$ cat config.mk
export PLATFORM = sky130hd
export DESIGN_NAME = edge_config_controller
export DESIGN_NICKNAME = d
export VERILOG_FILES = /design/src/rtl/edge_config_controller.sv
export SDC_FILE = /design/constraint.sdc
export NUM_CORES = 1
export LEC_CHECK = 0
export CAP_MARGIN = 20
export CORE_ASPECT_RATIO = 1.75
export CORE_MARGIN = 5
export CORE_UTILIZATION = 62
export CTS_CLUSTER_DIAMETER = 80
export DETAILED_ROUTE_END_ITERATION = 8
export PLACE_DENSITY = 0.95
export SYNTH_ARGS = -nofsm -noshare
export SYNTH_HDL_FRONTEND = slang
export SYNTH_SLANG_ARGS = --single-unit
$ cat constraint.sdc
create_clock -name clk25 -period 6.45 [get_ports clk25]
set_input_delay 1.29 -clock clk25 [delete_from_list [all_inputs] [get_ports clk25]]
set_output_delay 1.29 -clock clk25 [all_outputs]
set_load 0.05 [all_outputs]
$ cat src/rtl/edge_config_controller.sv
// rtl/edge_config_controller.sv - threshold/mode configuration controller with frame-synchronous commit
//
// Purpose: button-driven editor for four edge-detector thresholds plus two mode
// switches. Edits land in shadow registers and reach the active outputs only on
// a vsync rising edge, so the pixel resolver never sees a mid-frame change.
//
// Ports:
//   clk25            in   pixel clock, sole clock
//   rst_n            in   synchronous active-low reset
//   btnSel           in   rise selects next field (cut -> abs -> tot -> num)
//   btnUp / btnDown  in   rise or hold steps the selected field up / down
//   swEdge / swShift in   requested mode bits, sampled every cycle
//   vsync            in   rising edge commits shadows to active outputs
//   cutThresh, absThresh, totThresh, numEdgesNeeded  out  active thresholds
//   edgeDetectEnable, shiftBrightness                 out  active mode bits
//   selField         out  selected field (0 cut, 1 abs, 2 tot, 3 num)
//   pending          out  some shadow differs from its active output
module edge_config_controller #(
    parameter logic [3:0] CUT_DEF       = 4'hC,
    parameter logic [3:0] ABS_DEF       = 4'h6,
    parameter logic [3:0] TOT_DEF       = 4'h8,
    parameter logic [3:0] NUM_DEF       = 4'h3,
    parameter int         HOLD_CYCLES   = 12_500_000,
    parameter int         REPEAT_CYCLES = 2_500_000
) (
    input  logic       clk25,
    input  logic       rst_n,
    input  logic       btnSel,
    input  logic       btnUp,
    input  logic       btnDown,
    input  logic       swEdge,
    input  logic       swShift,
    input  logic       vsync,
    output logic [3:0] cutThresh,
    output logic [3:0] absThresh,
    output logic [3:0] totThresh,
    output logic [3:0] numEdgesNeeded,
    output logic       edgeDetectEnable,
    output logic       shiftBrightness,
    output logic [1:0] selField,
    output logic       pending
);

    localparam int CNT_W = $clog2(HOLD_CYCLES + REPEAT_CYCLES + 1);
    localparam logic [CNT_W-1:0] HOLD_LAST = CNT_W'(HOLD_CYCLES - 1);
    localparam logic [CNT_W-1:0] REP_LAST  = CNT_W'(HOLD_CYCLES + REPEAT_CYCLES - 1);
    localparam logic [CNT_W-1:0] REP_BASE  = CNT_W'(HOLD_CYCLES);

    typedef enum logic [1:0] {
        SEL_CUT = 2'd0,
        SEL_ABS = 2'd1,
        SEL_TOT = 2'd2,
        SEL_NUM = 2'd3
    } sel_state_t;

    sel_state_t       selState;
    logic             selPrev, upPrev, downPrev, vsyncPrev;
    logic [3:0]       shCut, shAbs, shTot, shNum;
    logic             shEdge, shShift;
    logic [CNT_W-1:0] holdCnt;

    logic       selPress, upPress, downPress, commit;
    logic       upOnly, downOnly, holdTick, stepUp, stepDown;
    logic [3:0] selVal, fieldMax, stepVal;

    assign selPress  = btnSel & ~selPrev;
    assign upPress   = btnUp & ~upPrev;
    assign downPress = btnDown & ~downPrev;
    assign commit    = vsync & ~vsyncPrev;
    assign upOnly    = btnUp & ~btnDown;
    assign downOnly  = btnDown & ~btnUp;

    // First repeat fires when the counter reaches HOLD_CYCLES; afterwards the
    // counter wraps back to HOLD_CYCLES so each further REPEAT_CYCLES gives a step.
    assign holdTick = (upOnly | downOnly) && (holdCnt == HOLD_LAST || holdCnt == REP_LAST);
    assign stepUp   = upOnly & (upPress | holdTick);
    assign stepDown = downOnly & (downPress | holdTick);

    // Step result for the field selected before any same-cycle btnSel advance.
    always_comb begin
        selVal   = shCut;
        fieldMax = 4'd15;
        case (selState)
            SEL_CUT: selVal = shCut;
            SEL_ABS: selVal = shAbs;
            SEL_TOT: selVal = shTot;
            default: begin
                selVal   = shNum;
                fieldMax = 4'd8;
            end
        endcase
        stepVal = selVal;
        if (stepUp && selVal < fieldMax) begin
            stepVal = selVal + 4'd1;
        end else if (stepDown && selVal != 4'd0) begin
            stepVal = selVal - 4'd1;
        end
    end

    always_ff @(posedge clk25) begin
        if (!rst_n) begin
            // Previous samples start high so levels held through reset are not presses.
            selPrev          <= 1'b1;
            upPrev           <= 1'b1;
            downPrev         <= 1'b1;
            vsyncPrev        <= 1'b1;
            selState         <= SEL_CUT;
            holdCnt          <= '0;
            shCut            <= CUT_DEF;
            shAbs            <= ABS_DEF;
            shTot            <= TOT_DEF;
            shNum            <= NUM_DEF;
            shEdge           <= 1'b0;
            shShift          <= 1'b0;
            cutThresh        <= CUT_DEF;
            absThresh        <= ABS_DEF;
            totThresh        <= TOT_DEF;
            numEdgesNeeded   <= NUM_DEF;
            edgeDetectEnable <= 1'b0;
            shiftBrightness  <= 1'b0;
        end else begin
            selPrev   <= btnSel;
            upPrev    <= btnUp;
            downPrev  <= btnDown;
            vsyncPrev <= vsync;
            shEdge    <= swEdge;
            shShift   <= swShift;

            if (selPress) begin
                selState <= sel_state_t'(selState + 2'd1);
            end

            if (upOnly || downOnly) begin
                holdCnt <= (holdCnt == REP_LAST) ? REP_BASE : holdCnt + 1'b1;
            end else begin
                holdCnt <= '0;
            end

            case (selState)
                SEL_CUT: shCut <= stepVal;
                SEL_ABS: shAbs <= stepVal;
                SEL_TOT: shTot <= stepVal;
                default: shNum <= stepVal;
            endcase

            // Commit takes the shadow as it stood before this edge, so a
            // coinciding step waits for the next frame.
            if (commit) begin
                cutThresh        <= shCut;
                absThresh        <= shAbs;
                totThresh        <= shTot;
                numEdgesNeeded   <= shNum;
                edgeDetectEnable <= shEdge;
                shiftBrightness  <= shShift;
            end
        end
    end

    assign selField = selState;
    assign pending  = (shCut != cutThresh) | (shAbs != absThresh) |
                      (shTot != totThresh) | (shNum != numEdgesNeeded) |
                      (shEdge != edgeDetectEnable) | (shShift != shiftBrightness);

endmodule

==> results of run 1 <==
registers in the layout (all words and copies together) (netlist names):
signal / cells
holdCnt: 24
absThresh: 4
cutThresh: 4
numEdgesNeeded: 4
shAbs: 4
shCut: 4
shNum: 4
shTot: 4
totThresh: 4
selField: 2
downPrev: 1
edgeDetectEnable: 1
selPrev: 1
shEdge: 1
shShift: 1
shiftBrightness: 1
upPrev: 1
vsyncPrev: 1
worst max-delay path, stage by stage (launching register included):
cell and delay, ps:
dfxtp_1 420, xnor2_1 150, nand4_1 150, nor3_1 240, nand4_1 100, clkdlybuf4s50_1 710
stage by stage:
stage	utilization (%)	area, µm²	hold slack (ps)
after detailed placement	68.6	3540	444
after floorplan	-	3240	418
after global routing	73.0	3770	490
final	73.0	3770	449
after global placement	68.6	3540	427
after CTS	72.8	3760	453
per-layer routing:
| layer | vias up | track usage, % | wire length (µm) |
|---|---|---|---|
| li1 | 1383 | - | - |
| met1 | 1311 | 21.6 | 2620 |
| met2 | 94 | 45.4 | 4190 |
| met3 | 26 | 5.12 | 317 |
| met4 | 0 | 14.1 | 289 |
| met5 | - | 0 | 0 |
kinds of logic after synthesis:
family / synth area share [%]
and+or+nand+nor: 26.5
DFF: 40.8
AOI/OAI and AO/OA: 15.2
xor gates and xnor gates: 10.5
buffers and inverters: 3.24
adders and majority gates: 3.47
muxes: 0.309
path summary, 6_finish.rpt:
check | startpoint | to | slack (ps)
worst max register to register | selField[0] | shNum[3] | 3340
worst max-delay path | shNum[3] | pending | 3060
worst min-delay path | holdCnt[0] | holdCnt[0] | 450
worst min register to register | holdCnt[0] | holdCnt[0] | 450
synth_stat cells (all sizes together) (2+ instances only):
library cell and n:
and3 5, inv 14, a32oi 2, nand2 64, nand2b 7, a311oi 2, nor3 11, a211oi 3
o211ai 8, dfxtp 66, xnor2 25, a21oi 11, o21a 2, and2 4, nand3 22, ha 9
xor2 14, nor2 32, o21ai 5, nor4 3, o311ai 3, nor2b 4, clkbuf 13, a21boi 16
a22oi 3, nand4 11, or4 4, and4 3
final cells by class:
type | count | area share, %
inverter | 14 | 1.39
timing repair buffer | 30 | 7.83
sequential | 66 | 35.0
multi-input combinational | 287 | 48.1
tap | 55 | 1.82
clock inverter | 2 | 1.59
clock buffer | 13 | 4.21
cells in the final DEF, fill, tap and decap left out, drive strengths merged, types with 9 or more instances in the layout:
master / instances
nor2: 32
ha: 9
dfxtp: 66
nor3: 11
inv: 14
xor2: 14
nand4: 11
a21oi: 11
nand3: 22
clkdlybuf4s50: 28
nand2: 64
xnor2: 25
a21boi: 16
clkbuf: 13
power groups by stage:
stage | registers, µW | clock network [µW] | logic (µW)
final | 431 | 382 | 121
after global routing | 433 | 409 | 131
after CTS | 431 | 388 | 121
after detailed placement | 441 | 0 | 121
after global placement | 440 | 0 | 118
after floorplan | 449 | 0 | 76.9
==> impl_metrics.json, run 1 <==
{
  "status": "finished, final reports clean",
  "drt.antenna.violating_nets": 0,
  "yosys_register_bits": 66,
  "worst_hold_path.num_cells": 1,
  "dp_hpwl_um": 5610,
  "die_outline_height_um": 106,
  "vias": 2814,
  "syn_to_final_growth_pct": 16.4,
  "final_critical_path_setup_slack_ps": 3060,
  "ctsRootBufferMaster": "clkbuf_8",
  "dr.pass1.iters": 4,
  "boundaryPins": 29,
  "vias_per_cell": 6.03,
  "row_count": 35,
  "p_total_uw": 934,
  "number_of_non_filler_instances_in_the_completed_layout": 467,
  "drt-initial-drc-count": 233,
  "grt_setup_unrepaired": "no",
  "ctsHoldBuffers": 0,
  "drc": 0,
  "grt.overflow.total": 0,
  "initial_utilization_pct": 62.7,
  "drv_slew": 0,
  "grt_max_degree": 52,
  "netlist.top_cell.by_area": "dfxtp_1",
  "dieWidth_um": 64.7,
  "crit_arrival_ps": 2100,
  "clock_path_buffers": 2,
  "internal-power_uw": 701,
  "synth_warnings": 0,
  "fin_nets": 425,
  "shortest_period_the_worst_path_allows_ps": 3390,
  "synthesis.area_per_instance_um2": 8.51,
  "track_usage_pct": 23.6,
  "synthesis.nets": 398,
  "timing.critical_path.to_type": "primary output",
  "cts_tree": "yes",
  "worst-slew-pin-transition_ps": 713,
  "numPlacedInstances": 451,
  "pwr-share-seq_pct": 46.2,
  "global_placement_routability_congestion": 0.944,
  "first_global_vias": 2822,
  "cts.clk_slew.worst_paths_ps": 70,
  "netSwitchingFraction_pct": 25.0,
  "coreArea_mm2": 0.00517,
  "irDropWorstVdd_mv": 0.178,
  "synth_ff_type": "dfxtp_1",
  "diode_insertion_count_for_antenna_repair": 0,
  "finalSetupViolations": 0,
  "routedWlPerCell_um": 15.9,
  "insertion_delay_ps": 340,
  "power.net_switching_uw": 234,
  "seqCellArea_mm2": 0.00132,
  "synth_top_cell_area_share_pct": 40.8,
  "synthesis.area_mm2": 0.00324,
  "grt_antenna_before_repair": 0,
  "n_fill_cell": 394,
  "cap_violations": 0,
  "drt-total-wl_um": 7410,
  "tritoncts.num_buffers": 9,
  "synth_cells": 381,
  "critical_path.max_fanout": 5,
  "synth-seq-area-share_pct": 40.8,
  "cts-htree-levels": 3,
  "cts_sinks": 66,
  "timing.setup.tns_ps": 0,
  "cts.repair_timing.setup_buffer_count": 0,
  "cellLeakagePower_uw": 0.00138,
  "numPortBuffers": 28,
  "finalCritPeriodShare_pct": 52.6,
  "post_synth_main_area_contributors": "dfxtp_1, nand2_1, xnor2_1, xor2_1, nor2_1",
  "post_synth_edffs": 0,
  "asyncSetResetFlopFracSynth_pct": 0,
  "synth.distinct_cells": 51,
  "reg2reg_depth": 9,
  "maxClockFrequency_mhz": 295,
  "number_of_hold_violations_in_the_final_report": 0,
  "pre_cts_ws_ps": 2830,
  "postCtsResizedCells": 0,
  "power_frac_comb_pct": 12.9,
  "area_of_the_die_mm2": 0.00683,
  "drive_gt1_share_pct": 6.07,
  "path_category_of_the_worst_min_delay_check": "flop to flop",
  "grt_pass1_wl_um": 12600,
  "crit_required_ps": 5160,
  "worstSetupStartpointType": "flop",
  "timing.max_slew.rel_slack_pct": 52.5,
  "fin_skew_ps": 8.07,
  "critical_path_class": "flop to primary output",
  "clockPowerShare_pct": 40.9,
  "power_per_cell_area_mw_per_mm2": 248,
  "multi_input_gate_area_in_the_final_layout_mm2": 0.00181
}
Note: power is estimated with default switching activity, not from simulation.
==> run 2, diff against run 1 <==
- CORE_UTILIZATION: 62 -> 52
- PLACE_DENSITY: 0.95 -> 0.86
- clock period: 6.45 -> 2.8 ns (I/O delays scaled with it)
==> run 2 against run 1 <==
Net effect:
- setup slack worse by 3000 ps
- clock skew increased by 0.55 ps
- sequential share of layout area fell by 1.3 points
- cell area up 4.5%
- global-route usage is 2.9 points lower
- via count increased by 1.5%
- routed wire length is 5.2% higher
- final cell count increased by 9.0%
- core utilization shrank 8.7 points
- critical path type is now flop to flop
- largest power group unchanged
==> impl_metrics.json, run 2 (synthesized netlist as in run 1, its figures left out) <==
{
  "final_critical_path_setup_slack_ps": 31.2,
  "most-common-layout-cells": "nand2_1, dfxtp_1, nor2_1",
  "critical_path.reg2reg.startpoint": "selField[0]",
  "coreArea_mm2": 0.00613,
  "worst-slew-pin-transition_ps": 681,
  "drt.antenna.violating_nets": 0,
  "finalSetupViolations": 0,
  "critical_path.max_fanout": 8,
  "number_of_hold_violations_in_the_final_report": 0,
  "dieWidth_um": 69.7,
  "drive_gt1_share_pct": 11.7,
  "whs_endpoint": "holdCnt[0]",
  "final_design_area_no_fill_mm2": 0.00394,
  "irDropWorstVdd_mv": 0.356,
  "grt_pass1_wl_um": 13100,
  "cts_sinks": 66,
  "p_total_uw": 2110,
  "timing.max_slew.rel_slack_pct": 54.6,
  "cts.clk_slew.worst_paths_ps": 60,
  "worst_hold_path.num_cells": 1,
  "reg2reg_to": "shTot[3]",
  "worstSetupStartpointType": "flop",
  "dp_hpwl_um": 5720,
  "area_of_the_die_mm2": 0.00797,
  "timing.critical_path.cells": "ha_1 -> inv_1 -> a21oi_1 -> nand4_1 -> o211a_4 -> nor3_2 -> buf_4 -> nor4_2 -> a221oi_1",
  "cellLeakagePower_uw": 0.00146,
  "slowest_delay_ps": 380,
  "grt.overflow.total": 0,
  "fin_hold_ws_ps": 443,
  "pre_cts_ws_ps": -36.9,
  "maxClockFrequency_mhz": 361,
  "finalCritPeriodShare_pct": 98.9,
  "layout.cells.most_common": "nand2_1",
  "vias": 2857,
  "power_per_cell_area_mw_per_mm2": 535,
  "syn_to_final_growth_pct": 21.6,
  "crit_family": "compound AO/OA/AOI/OAI gates",
  "track_usage_pct": 20.7,
  "postPlaceCellArea_mm2": 0.00368,
  "reg2reg_depth": 9,
  "multi_input_gate_area_in_the_final_layout_mm2": 0.00184,
  "cap_violations": 0,
  "first_global_vias": 2941,
  "seqCellArea_mm2": 0.00133,
  "crit_arrival_ps": 3020,
  "boundaryPins": 29,
  "vias_per_cell": 5.61,
  "critical_path_buf_inv_count": 2,
  "timing.critical_path.to_type": "flop",
  "cp_slowest_cell": "a21oi_1",
  "grt_setup_unrepaired": "yes",
  "drv_slew": 0,
  "drt-initial-drc-count": 209,
  "max_flop_register": "holdCnt",
  "tritoncts.num_buffers": 9,
  "die_outline_height_um": 114,
  "global_placement_routability_congestion": 0.914,
  "fin_nets": 441,
  "n_fill_cell": 479,
  "drc": 0,
  "setup.reg_to_reg.worst_slack_ps": 30,
  "drt-total-wl_um": 7800,
  "path_category_of_the_worst_min_delay_check": "flop to flop",
  "insertion_delay_ps": 350,
  "initial_utilization_pct": 52.8,
  "ctsRootBufferMaster": "clkbuf_8",
  "grt_max_degree": 22,
  "crit_required_ps": 3050,
  "status": "finished, final reports clean",
  "largest_reg_flops": 24,
  "diode_insertion_count_for_antenna_repair": 0,
  "dr.pass1.iters": 4,
  "cts-htree-levels": 3,
  "routedWlPerCell_um": 15.3,
  "cts_tree": "yes",
  "shortest_period_the_worst_path_allows_ps": 2770,
  "fin_skew_ps": 8.62,
  "numPortBuffers": 28,
  "row_count": 38,
  "grt_antenna_before_repair": 0,
  "hp-start": "holdCnt[0]",
  "critical_path_class": "flop to flop",
  "clock_path_buffers": 2
}
## run 2: changes by cell type in the layout (fill, tap and decap cells not counted), sizes merged
cell	previous run	this run
clkbuf	13	11
clkinvlp	0	1
buf	2	18
clkdlybuf4s50	28	27
bufinv	2	1
clkinv	0	3
dlymetal6s2s	0	1
## run 2: worst max path at each step
stage           startpoint        to  slack [ps]  cells past startpoint
5_1_grt        holdCnt[17]  shCut[3]         -60                      9
3_5_place_dp         btnUp  shTot[3]         -40                      9
4_1_cts        holdCnt[17]  shTot[3]          20                      8
2_1_floorplan  selField[1]  shTot[2]          80                     13
3_3_place_gp         btnUp  shTot[2]          70                      8
6_report       selField[0]  shTot[3]          30                      9
## run 2: final cells by class
class,count,share of cell area [%]
clock inverter,5,1.33
sequential,66,33.8
clock buffer,11,3.84
tap,80,2.54
inverter,14,1.33
timing repair buffer,46,10.6
multi-input combinational,287,46.6
## run 2: through the flow
step | TNS [ps] | utilization [%] | std cells
finish | 0 | 64.2 | 509
CTS | 0 | 63.4 | 505
floorplan | 0 | - | 381
global route | -95.9 | 64.2 | 509
global placement | 0 | 60.1 | 489
detailed placement | -42.6 | 60.1 | 489
## run 2: worst reg2reg max path, cell delays in order, from the launching register on
cell and delay [ps]:
dfxtp_4 360, ha_1 370, inv_1 240, a21oi_1 380, nand4_1 270, o211a_4 240
nor3_2 310, buf_4 210, nor4_2 60, a221oi_1 220
## run 2: layer usage
| metal | vias up | GRT usage [%] | part of all wire (%) |
|---|---|---|---|
| met4 | 0 | 15.2 | 5.8 |
| met3 | 35 | 4.57 | 4.0 |
| met5 | - | 0 | 0 |
| li1 | 1412 | - | - |
| met2 | 78 | 38.2 | 54 |
| met1 | 1332 | 19.9 | 36 |
## run 2: what timing repair did
item	4_1_cts	5_1_grt
endpoints found under the hold margin	0	0
setup endpoints to repair	0	5
buffers inserted	0	4
resized for setup	0	5
hold buffers	0	0
## run 2: power breakdown
part	switching, µW	total (µW)	internal (µW)
Sequential	27.2	992	965
Clock	353	807	454
Combinational	189	308	119
==> run 3, diff against run 2 <==
- CORE_MARGIN: 5 -> 2
- PLACE_DENSITY: 0.86 -> default
- PLACE_DENSITY_LB_ADDON: default -> 0.12
==> run 3 against run 2 <==
Net effect:
- first-iteration DRC count is 11% lower
- register-to-register slack improved by 40 ps
- critical path type unchanged
- flip-flop and latch count unchanged
- sequential power hardly changed
- core utilization decreased by 0.51 points
- routed wire length down 4.5%
- critical endpoint is now shTot[2]
- critical path depth down 2
- cell area is 0.79% lower
- clock skew about the same
- worst hold slack better by 4.3 ps
==> impl_metrics.json, run 3 (synthesized netlist as in run 1, its figures left out) <==
{
  "most-common-layout-cells": "nand2_1, dfxtp_1, nor2_1",
  "grt_antenna_before_repair": 0,
  "boundaryPins": 29,
  "crit_family": "simple AND/OR/NAND/NOR gates",
  "tritoncts.num_buffers": 9,
  "fin_hold_ws_ps": 447,
  "shortest_period_the_worst_path_allows_ps": 2730,
  "finalCritPeriodShare_pct": 97.3,
  "cts.clk_slew.worst_paths_ps": 70,
  "track_usage_pct": 23.3,
  "syn_to_final_growth_pct": 20.6,
  "drive_gt1_share_pct": 10.8,
  "drt-total-wl_um": 7450,
  "grt.overflow.total": 0,
  "first_global_vias": 2688,
  "status": "finished, final reports clean",
  "slowest_delay_ps": 550,
  "max_flop_register": "holdCnt",
  "irDropWorstVdd_mv": 0.348,
  "power_per_cell_area_mw_per_mm2": 532,
  "cpMostUsedCell": "or4_1",
  "initial_utilization_pct": 52.8,
  "dieWidth_um": 63.7,
  "worst-path-stages": 7,
  "grt_setup_unrepaired": "no",
  "crit_required_ps": 3100,
  "ctsRootBufferMaster": "clkbuf_8",
  "number_of_hold_violations_in_the_final_report": 0,
  "dr.pass1.iters": 6,
  "drc": 0,
  "grt_max_degree": 31,
  "cts_tree": "yes",
  "drt-initial-drc-count": 186,
  "p_total_uw": 2080,
  "timing.setup.tns_ps": 0,
  "timing.critical_path.to_type": "flop",
  "row_count": 38,
  "fin_skew_ps": 8.86,
  "critical_path_buf_inv_count": 0,
  "diode_insertion_count_for_antenna_repair": 0,
  "vias_per_cell": 5.54,
  "drt.antenna.violating_nets": 0,
  "cp_slowest_cell": "or4_4",
  "coreArea_mm2": 0.00613,
  "clock_path_buffers": 2,
  "critical_path.max_fanout": 5,
  "path_category_of_the_worst_min_delay_check": "flop to flop",
  "crit_arrival_ps": 3020,
  "worstSetupStartpointType": "flop",
  "die_outline_height_um": 108,
  "routedWlPerCell_um": 14.7,
  "worst_hold_path.num_cells": 1,
  "vias": 2811,
  "maxClockFrequency_mhz": 367,
  "numPortBuffers": 28,
  "n_fill_cell": 534,
  "drv_slew": 0,
  "area_of_the_die_mm2": 0.00690,
  "cts_sinks": 66,
  "global_placement_routability_congestion": 0.932,
  "worst-slew-pin-transition_ps": 749,
  "dp_hpwl_um": 5700,
  "largest_reg_flops": 24,
  "cap_violations": 0,
  "grt_pass1_wl_um": 12300,
  "critical_path_class": "flop to flop",
  "cellLeakagePower_uw": 0.00144,
  "fin_nets": 439,
  "timing.max_slew.rel_slack_pct": 50.1,
  "timing.critical_path.cells": "or4_1 -> or4_4 -> a211oi_4 -> o211a_4 -> nor3_2 -> or4_1 -> nand3_1",
  "finalSetupViolations": 0,
  "reg2reg_depth": 7,
  "insertion_delay_ps": 360,
  "cts-htree-levels": 3
}
-- run 3: routing by layer --
| metal | vias up | global-route usage [%] | share of wire, % |
|---|---|---|---|
| li1 | 1407 | - | - |
| met1 | 1312 | 22.4 | 37 |
| met2 | 64 | 44.7 | 55 |
| met3 | 28 | 2.50 | 2.0 |
| met4 | 0 | 16.8 | 5.3 |
| met5 | - | 0 | 0 |
-- run 3: report_power, final --
part / internal (µW) / switching, µW / leakage (µW)
Clock: 432 / 353 / 0.000103
Sequential: 965 / 26.8 / 0.000538
Combinational: 117 / 183 / 0.000801
-- run 3: path summary, 6_finish.rpt --
path / startpoint / endpoint / slack [ps]
max: holdCnt[17] / shTot[2] / 70
min reg2reg: holdCnt[0] / holdCnt[0] / 450
max reg2reg: holdCnt[17] / shTot[2] / 70
min: holdCnt[0] / holdCnt[0] / 450
-- run 3: final cells by class --
cell class,count,area [µm²],area share (%)
Sequential cell,66,1330,34.0
Multi-Input combinational cell,287,1830,46.8
Clock buffer,11,141,3.62
Tap cell,80,100,2.56
Inverter,14,52.6,1.34
Timing Repair Buffer,44,403,10.3
Clock inverter,5,53.8,1.38
-- run 3: worst register-to-register path, cell delays in order (launching register included) --
cell and delay, ps:
dfxtp_1 340, or4_1 530, or4_4 550, a211oi_4 330, o211a_4 260, nor3_2 70
or4_1 510, nand3_1 70
-- run 3: timing repair --
| action | in CTS | in global routing |
|---|---|---|
| resized for setup | 0 | 4 |
| setup buffers | 0 | 0 |
| endpoints found under the setup margin | 0 | 3 |
| hold buffers | 0 | 0 |
-- run 3: metrics by stage --
stage / std cells / worst slack, ps / cell area (µm²) / utilization, %
2_1_floorplan: 381 / 81.7 / 3250 / -
3_3_place_gp: 491 / 83.7 / 3700 / 60.3
3_5_place_dp: 491 / 29.5 / 3700 / 60.3
4_1_cts: 507 / 32.7 / 3890 / 63.5
5_1_grt: 507 / 11.4 / 3910 / 63.7
6_report: 507 / 74.4 / 3910 / 63.7
